<file path="config.mk">
export PLATFORM = sky130hd
export DESIGN_NAME = run_controller
export DESIGN_NICKNAME = d
export VERILOG_FILES = /design/src/rtl/run_ctrl_pkg.sv /design/src/rtl/run_controller_sync_rise.sv /design/src/rtl/run_controller.sv
export SDC_FILE = /design/constraint.sdc
export NUM_CORES = 1
export LEC_CHECK = 0
export BUFFER_PORTS_ARGS = -buffer_cell sky130_fd_sc_hd__buf_2
export CELL_PAD_IN_SITES_DETAIL_PLACEMENT = 1
export CELL_PAD_IN_SITES_GLOBAL_PLACEMENT = 2
export CORE_ASPECT_RATIO = 0.5
export CORE_UTILIZATION = 29
export CTS_CLUSTER_SIZE = 14
export DETAILED_ROUTE_END_ITERATION = 7
export MAX_ROUTING_LAYER = met4
export PLACE_DENSITY = 0.81
export RECOVER_POWER = 50
export SYNTH_ARGS = -nofsm -noshare
export SYNTH_HDL_FRONTEND = slang
export SYNTH_SLANG_ARGS = --single-unit
</file>
<file path="constraint.sdc">
create_clock -name clk -period 2.6 [get_ports clk]
set_input_delay 0.13 -clock clk [delete_from_list [all_inputs] [get_ports clk]]
set_output_delay 0.13 -clock clk [all_outputs]
set_load 0.01 [all_outputs]
</file>
<file path="src/rtl/run_ctrl_pkg.sv">
// Shared types and defaults for the ARM core run-control sequencer.
package run_ctrl_pkg;

  typedef enum logic [2:0] {
    IDLE  = 3'd0,
    CLEAR = 3'd1,
    RUN   = 3'd2,
    DONE  = 3'd3,
    FAULT = 3'd4
  } run_state_t;

  localparam logic [31:0] DEFAULT_DONE_ADDR = 32'd200;

endpackage

</file>
<file path="src/rtl/run_controller_sync_rise.sv">
// Two-flop synchronizer plus history flop; emits one pulse per low-to-high edge.
module sync_rise (
  input  logic clk,
  input  logic rst,
  input  logic i_async,
  output logic o_rise_c
);

  logic r_s1;
  logic r_s2;
  logic r_s3;

  always_ff @(posedge clk or posedge rst) begin
    if (rst) begin
      r_s1 <= 1'b0;
      r_s2 <= 1'b0;
      r_s3 <= 1'b0;
    end else begin
      r_s1 <= i_async;
      r_s2 <= r_s1;
      r_s3 <= r_s2;
    end
  end

  assign o_rise_c = r_s2 & ~r_s3;

endmodule

</file>
<file path="src/rtl/run_controller.sv">
// Run-control sequencer: launches the core on start, counts RUN cycles, and
// stops on a completion store to DONE_ADDR or when the cycle budget expires.
module run_controller
  import run_ctrl_pkg::*;
#(
  parameter logic [31:0] DONE_ADDR = DEFAULT_DONE_ADDR,
  parameter int unsigned CNT_W     = 32,
  parameter int unsigned TIMEOUT   = 100000
) (
  input  logic             clk,
  input  logic             reset,
  input  logic             start,
  input  logic             MemWrite,
  input  logic [31:0]      DataAdr,
  input  logic [31:0]      WriteData,
  output logic             core_en,
  output logic             core_reset,
  output logic             busy,
  output logic             done,
  output logic             timeout,
  output logic [31:0]      result,
  output logic [CNT_W-1:0] cycles
);

  localparam logic [CNT_W-1:0] CYC_LAST = CNT_W'(TIMEOUT - 1);
  localparam logic [CNT_W-1:0] CYC_MAX  = '1;

  logic             w_start_rise;
  logic             w_complete;
  run_state_t       r_state;
  logic             r_core_en;
  logic             r_clear;
  logic             r_busy;
  logic             r_done;
  logic             r_timeout;
  logic [31:0]      r_result;
  logic [CNT_W-1:0] r_cycles;

  sync_rise u_sync_rise (
    .clk      (clk),
    .rst      (reset),
    .i_async  (start),
    .o_rise_c (w_start_rise)
  );

  assign w_complete = MemWrite && (DataAdr == DONE_ADDR);

  // Outputs are registered alongside the state they decode.
  always_ff @(posedge clk or posedge reset) begin
    if (reset) begin
      r_state   <= IDLE;
      r_core_en <= 1'b0;
      r_clear   <= 1'b0;
      r_busy    <= 1'b0;
      r_done    <= 1'b0;
      r_timeout <= 1'b0;
      r_result  <= '0;
      r_cycles  <= '0;
    end else begin
      case (r_state)
        IDLE, DONE, FAULT: begin
          if (w_start_rise) begin
            r_state   <= CLEAR;
            r_clear   <= 1'b1;
            r_busy    <= 1'b1;
            r_done    <= 1'b0;
            r_timeout <= 1'b0;
            r_core_en <= 1'b0;
            r_result  <= '0;
            r_cycles  <= '0;
          end
        end
        CLEAR: begin
          r_state   <= RUN;
          r_clear   <= 1'b0;
          r_core_en <= 1'b1;
        end
        RUN: begin
          if (r_cycles != CYC_MAX) begin
            r_cycles <= r_cycles + CNT_W'(1);
          end
          // Completion takes priority over an expiring budget.
          if (w_complete) begin
            r_state   <= DONE;
            r_result  <= WriteData;
            r_core_en <= 1'b0;
            r_busy    <= 1'b0;
            r_done    <= 1'b1;
          end else if (r_cycles == CYC_LAST) begin
            r_state   <= FAULT;
            r_core_en <= 1'b0;
            r_busy    <= 1'b0;
            r_timeout <= 1'b1;
          end
        end
        default: begin
          r_state   <= IDLE;
          r_core_en <= 1'b0;
          r_clear   <= 1'b0;
          r_busy    <= 1'b0;
          r_done    <= 1'b0;
          r_timeout <= 1'b0;
        end
      endcase
    end
  end

  // Core reset follows the controller reset asynchronously.
  assign core_reset = reset | r_clear;
  assign core_en    = r_core_en;
  assign busy       = r_busy;
  assign done       = r_done;
  assign timeout    = r_timeout;
  assign result     = r_result;
  assign cycles     = r_cycles;

endmodule

</file>
==> results of run 1 <==
[repair_timing]
action                                 in CTS  in global routing
setup endpoints to repair                   0                  0
hold buffers                                8                  0
endpoints found under the hold margin      33                  0
[through the flow]
step	total power [uW]	area, um^2	hold slack [ps]
4_1_cts	3540	5100	0.0372
2_1_floorplan	1820	3690	161
6_report	3480	4990	12.5
3_3_place_gp	2150	4700	237
3_5_place_dp	2160	4700	244
5_1_grt	3680	4990	2.26
[per-layer routing]
layer	share of wire, %	vias to the layer above	wire [um]
li1	-	1731	-
met3	4.3	4	517
met2	48	107	5870
met4	0.56	0	68
met1	47	1858	5660
met5	0	-	0
[layout make-up]
type / count / area [um^2] / area share [%]
sequential: 75 / 1880 / 37.6
multi-input combinational: 253 / 1680 / 33.7
timing repair buffer: 167 / 862 / 17.3
clock buffer: 12 / 246 / 4.94
tap: 165 / 206 / 4.14
clock inverter: 4 / 73.8 / 1.48
inverter: 11 / 41.3 / 0.827
[power groups by stage]
stage,registers (uW),clock network (uW),logic [uW]
floorplan,1270,0,548
global placement,1270,0,874
detailed placement,1280,0,882
CTS,1260,1380,898
global route,1260,1430,992
finish,1260,1340,877
[cell usage in the layout (no fill, tap or decap), drive strengths merged, types with 2 or more instances in the layout]
cell / synthesis / final
and4: 3 / 3
nand2: 24 / 24
or2: 2 / 2
or4: 3 / 3
nand3: 12 / 12
or3: 5 / 5
buf: 6 / 89
nor2: 18 / 18
clkinv: 0 / 2
inv: 11 / 11
a21boi: 2 / 2
and3: 5 / 5
o22a: 3 / 3
a41oi: 4 / 4
clkbuf: 19 / 82
dlygate4sd3: 0 / 8
a211oi: 3 / 3
xnor2: 2 / 2
a21oi: 8 / 8
a22o: 34 / 34
a211o: 2 / 2
o31ai: 26 / 26
a31oi: 12 / 12
nor4: 13 / 13
o22ai: 4 / 4
nor2b: 2 / 2
bufinv: 0 / 2
a21o: 2 / 2
o41ai: 5 / 5
nand2b: 3 / 3
o21ai: 15 / 15
nand4: 14 / 14
dfrtp: 75 / 75
and2: 4 / 4
nor3: 8 / 8
nor4b: 5 / 5
[worst max-delay path by stage]
stage                            end  depth (start not counted)  slack [ps]      start
after detailed placement  cycles[26]                          7         270  cycles[0]
after floorplan           cycles[30]                          7         280  cycles[0]
after CTS                 cycles[26]                          7         250  cycles[0]
final                     cycles[26]                          7         250  cycles[0]
after global placement          busy                          5         310  cycles[5]
after global routing      cycles[19]                          9          70  cycles[1]
[sequential cells by signal, summed over array words and instances (netlist names)]
| signal | cells |
|---|---|
| cycles | 32 |
| u_sync_rise.r_s3 | 1 |
| done | 1 |
| u_sync_rise.r_s1 | 1 |
| core_en | 1 |
| result | 32 |
| u_sync_rise.r_s2 | 1 |
| r_clear | 1 |
| r_state | 3 |
| timeout | 1 |
| busy | 1 |
[cell families after synthesis]
family / Yosys count / share of synthesized area [%]
compound gates: 126 / 25.4
xor+xnor: 2 / 0.475
fa+ha+maj: 1 / 0.339
buf+inv: 36 / 4.00
flops: 75 / 50.9
mux: 1 / 0.305
simple gates: 123 / 18.7
==> metrics.md, run 1 <==
| Metric | Value |
|---|---|
| Met2 GRT Util | `33.8%` |
| Met3 global-route usage | `3.64%` |
| IO buf count | `136` |
| Resized Gates After CTS | `0` |
| Cell Area, Synth | `3690 um^2` |
| Vias | `3700` |
| Area leader, netlist | `dfrtp_1` |
| Mapped Avg Cell Area | `10.1 um^2` |
| Clock share of power | `38.6%` |
| Minimum clock period | `2350 ps` |
| Final Hold Violating Endpoints | `0` |
| CTS H-Tree Depth | `3` |
| Worst slew margin | `31.5%` |
| Post-route insts no fill | `687` |
| Crit path buf inv count | `1` |
| Post-synth top cells | `dfrtp_1 (75), a22o_1 (34), o31ai_1 (26)` |
| Part of the power in registers | `36.2%` |
| Crit path required time | `2800 ps` |
| Gr ovfl total | `0` |
| Delay-heaviest family, CP | `simple AND/OR/NAND/NOR gates` |
| Vias/cell | `5.39` |
| Die area | `13200 um^2` |
| Total core area | `12100 um^2` |
| Die W | `162 um` |
| Post-synth net total | `433` |
| FILL cells | `1469` |
| Post-detail-place hpwl | `8760 um` |
| Detail Route Antenna Nets | `0` |
| Max-cap violations | `0` |
| RePlAce Congestion | `0.800` |
| Post-CTS Setup Inserts | `0` |
| Sequential-to-total area share from yosys stat | `50.9%` |
| Worst setup SP type | `flip-flop` |
| CP cell instances | `ha_1 > nand4_1 > or3_1 > or3_4 > o21ai_1 > buf_12 > o41ai_1` |
| Logic pwr share | `25.2%` |
| Initial drt markers | `239` |
| Largest net degree at the start of global routing | `50` |
| Finished Core Util | `41.3%` |
| Async S/R FF share, synth | `100%` |
| GR peak layer | `met2` |
| GR Util met1 | `24.6%` |
| Worst vdd ir | `0.264 mV` |
| # nets final | `586` |
| Worst R2R Path Depth | `7` |
| RSZ-0062 raised after global routing | `false` |
| Worst Path Max Fanout | `20` |
| First-pass GRT wire length | `19700 um` |
| CTS Sinks | `75` |
| Initial antenna violation count | `0` |
| Synth warn | `0` |
| GRT Total Usage | `19.9%` |
| Min setup slack post-route | `246 ps` |
| Antenna diode count | `0` |
| Hold wc startpoint | `WriteData[31]` |
| CTS Buf Count | `9` |
| CP Capture Type | `flip-flop` |
| Routed WL | `12100 um` |
| Lkg Pwr | `0.00221 uW` |
| Setup_tns | `0 ps` |
| Max Fclk | `425 MHz` |
| Setup violations, final | `0` |
| CP Data Arrival Time | `2550 ps` |
| Pint | `2390 uW` |
| Die Span Y | `81.8 um` |
| Flop2flop setup slack | `250 ps` |
| Root Driver | `clkbuf_16` |
| EDFF count, synth | `0` |
| Critical-path top delay cell | `or3_1` |
| Residual DRC | `0` |
| Net Sw Power | `1080 uW` |
| Worst Tran Pin Value | `1030 ps` |
| Tcrit/Tclk final | `90.6%` |
| Top cell type's share of synthesized area | `50.9%` |
| Synthesis-to-layout area growth | `35.2%` |
| FP Rows | `28` |
| Critical path's largest stage delay | `440 ps` |
| Pwr dens | `697 nW/um^2` |
| Worst r2r dst | `cycles[26]` |
| Critical path type | `flip-flop to flip-flop` |
| Hold depth | `2` |
| Pre-antenna DRT Iters | `4` |
| Worst min-delay path endpoint | `result[31]` |
| Ys flop type | `dfrtp_1` |
| Max Root-Sink Buffers | `2` |
| I/O pin cnt | `137` |
| Post-Place Worst Slack | `266 ps` |
| Synth top area cells | `dfrtp_1 (51%), a22o_1 (8.1%), o31ai_1 (5.3%)` |
| Skew-Pair Late Insertion Delay | `330 ps` |
| Layout cell share with drive strength beyond 1 | `21.3%` |
| Number of global-route vias before repair | `3762` |
| WL per Instance | `17.6 um` |
| Yosys cell types | `49` |
| Flops & latches, synth | `75` |
| Net Sw Frac | `31.2%` |
| Initial Utilization | `30.5%` |
| Max Clock Skew | `4.11 ps` |
| Inst Count DP | `663` |
| Pins over their slew limit | `0` |
| Worst-path clk slew | `60 ps` |
| Mapped Cells | `364` |
| Worst Hold Class | `input pin to flip-flop` |
| Outcome | `complete, no violations` |
| Most common cell in the synthesized netlist | `dfrtp_1` |
| TritonCTS clock tree | `yes` |
| FF-to-FF Start | `cycles[0]` |
(Power assumes the default switching activity.)
==> inputs of run 2 (changes only) <==
==> constraint.sdc (replaced) <==
create_clock -name clk -period 2.6 [get_ports clk]
set_input_delay 0.26 -clock clk [delete_from_list [all_inputs] [get_ports clk]]
set_output_delay 0.26 -clock clk [all_outputs]
set_load 0.01 [all_outputs]
==> run 2 against run 1 <==
Core utilization is 0.42 points lower. Sequential share of layout area is 0.39 points higher. Count of clock-buffer cells in the layout is 2 lower.
==> metrics.md, run 2 (synthesized netlist as in run 1, its figures left out) <==
| Metric | Value |
|---|---|
| Outcome | `complete, no violations` |
| Tcrit/Tclk final | `93.3% (+2.7 points)` |
| Die Span Y | `81.8 um (unchanged)` |
| Die area | `13200 um^2 (unchanged)` |
| Worst setup SP type | `flip-flop` |
| Finished Core Util | `40.9% (-0.42 points)` |
| Hold depth | `1 (-1)` |
| Total core area | `12100 um^2 (unchanged)` |
| Placed instance area | `4730 um^2 (+0.75%)` |
| Initial drt markers | `156 (-35%)` |
| Setup_tns | `0 ps (unchanged)` |
| Worst R2R Path Depth | `6 (-1)` |
| Critical path type | `flip-flop to flip-flop` |
| CP Capture Type | `flip-flop` |
| Antenna diode count | `0 (unchanged)` |
| Pre-antenna DRT Iters | `4 (unchanged)` |
| Pwr dens | `691 nW/um^2 (-0.82%)` |
| Lkg Pwr | `0.00221 uW (about the same)` |
| Commonest non-fill, non-tap cell in the layout | `buf_2` |
| Skew-Pair Late Insertion Delay | `340 ps (about the same)` |
| Crit path required time | `2830 ps (+30 ps)` |
| Layout cell share with drive strength beyond 1 | `23.1% (+1.9 points)` |
| Vias/cell | `5.31 (-1.4%)` |
| Worst Hold Class | `input pin to flip-flop` |
| Post-detail-place hpwl | `9000 um (+2.8%)` |
| Worst Path Max Fanout | `6 (-70%)` |
| Detail Route Antenna Nets | `0 (unchanged)` |
| # nets final | `587 (+0.17%)` |
| Setup violations, final | `0 (unchanged)` |
| Worst slew margin | `27.9% (-3.6 points)` |
| Largest net degree at the start of global routing | `43 (-14%)` |
| Post-CTS Setup Inserts | `0 (unchanged)` |
| First-pass GRT wire length | `19800 um (+0.66%)` |
| Die W | `162 um (unchanged)` |
| IO buf count | `136 (unchanged)` |
| Max Root-Sink Buffers | `2 (unchanged)` |
| Worst vdd ir | `0.417 mV (+58%)` |
| Initial Utilization | `30.5% (unchanged)` |
| Net Sw Power | `1120 uW (+3.1%)` |
| Max Clock Skew | `5.86 ps (+1.75 ps)` |
| Number of global-route vias before repair | `3731 (-0.82%)` |
| Final Hold Violating Endpoints | `0 (unchanged)` |
| Worst r2r dst | `cycles[12]` |
| Minimum clock period | `2420 ps (+70.2 ps)` |
| Part of the power in registers | `36.8% (+0.6 points)` |
| Setup crit start | `cycles[1]` |
| Pint | `2300 uW (-4.1%)` |
| Net Sw Frac | `32.7% (+1.6 points)` |
| Commonest cells after routing, fill and taps aside | `buf_2 (78), dfrtp_1 (75), clkbuf_1 (70), a22o_1 (34), o31ai_1 (26)` |
| FP Rows | `28 (unchanged)` |
| Logic pwr share | `25.2% (about the same)` |
| Gr ovfl total | `0 (unchanged)` |
| CP Data Arrival Time | `2650 ps (+100 ps)` |
| Worst-path clk slew | `60 ps (about the same)` |
| Hold wc startpoint | `start` |
| CTS Sinks | `75 (unchanged)` |
| Worst Tran Pin Value | `1080 ps (+54.9 ps)` |
| FF-to-FF Start | `cycles[1]` |
| Max-cap violations | `0 (unchanged)` |
| RSZ-0062 raised after global routing | `false` |
| GRT Total Usage | `20.1% (+0.23 points)` |
| Root Driver | `clkbuf_16` |
| Vias | `3652 (-1.3%)` |
| RePlAce Congestion | `0.789 (-1.4%)` |
| I/O pin cnt | `137 (unchanged)` |
| TritonCTS clock tree | `yes` |
| Post-route cell area | `4940 um^2 (-1.0%)` |
| Clock share of power | `37.9% (-0.7 points)` |
| Routed WL | `12300 um (+1.2%)` |
| CTS H-Tree Depth | `3 (unchanged)` |
| Flop2flop setup slack | `180 ps (-70 ps)` |
| Synthesis-to-layout area growth | `33.8%` |
| CTS Buf Count | `9 (unchanged)` |
| Worst min-delay path endpoint | `u_sync_rise.r_s1` |
| Residual DRC | `0 (unchanged)` |
| WL per Instance | `17.8 um (+1.0%)` |
| Pins over their slew limit | `0 (unchanged)` |
| Max Fclk | `412 MHz (-2.9%)` |
| Initial antenna violation count | `0 (unchanged)` |
[run 2: cell count changes in the layout (fill, tap and decap cells not counted)]
cell / delta
clkbuf_1: -1
buf_4: +1
clkinv_2: -1
buf_12: -1
or3_1: -1
dlygate4sd3_1: -7
bufinv_16: -1
clkbuf_2: +1
clkbuf_4: -1
buf_2: +7
or3_4: +1
inv_6: +2
clkinvlp_4: +2
[run 2: timing repair]
| item | in CTS | in global routing |
|---|---|---|
| endpoints found under the setup margin | 0 | 22 |
| hold endpoints to repair | 16 | 0 |
| hold buffers | 1 | 0 |
| gates resized for setup | 0 | 1 |
[run 2: critical path, stage by stage (launching register included)]
cell     delay [ps]
dfrtp_1         400
ha_1            240
nand4_1         220
or3_4           480
nor4_1          600
nor4_1          130
a211o_1         250
[run 2: worst max-delay path by stage]
stage,slack [ps],depth (start not counted),endpoint
after floorplan,200,2,core_reset
after global placement,180,5,busy
after detailed placement,130,6,cycles[12]
after CTS,120,6,cycles[12]
after global routing,10,7,cycles[25]
final,180,6,cycles[12]
[run 2: metal layers]
metal,GRT usage (%),up-vias,part of all wire [%]
met5,-,-,0
met4,6.79,0,1.6
met3,3.79,15,4.5
met2,33.3,110,47
met1,25.1,1795,47
li1,-,1732,-
[run 2: stage by stage]
| step | hold WS [ps] | power (uW) | cells | setup slack [ps] |
|---|---|---|---|---|
| 2_1_floorplan | 291 | 1820 | 364 | 203 |
| 3_3_place_gp | 284 | 2140 | 671 | 179 |
| 3_5_place_dp | 293 | 2150 | 671 | 127 |
| 4_1_cts | 10.4 | 3470 | 688 | 118 |
| 5_1_grt | 9.86 | 3600 | 688 | 12.1 |
| 6_report | 23.4 | 3410 | 688 | 175 |
[run 2: cell type report]
| cell class | instances | area [um^2] |
|---|---|---|
| Clock buffer | 10 | 239 |
| Fill cell | 1440 | 7150 |
| Sequential cell | 75 | 1880 |
| Inverter | 11 | 41.3 |
| Tap cell | 165 | 206 |
| Clock inverter | 6 | 71.3 |
| Timing Repair Buffer | 168 | 816 |
| Multi-Input combinational cell | 253 | 1690 |
[run 2: power groups by stage]
stage	Combinational, uW	Sequential [uW]	Clock [uW]
CTS	881	1260	1330
finish	862	1260	1290
global placement	862	1280	0
floorplan	548	1270	0
global route	964	1260	1370
detailed placement	876	1280	0
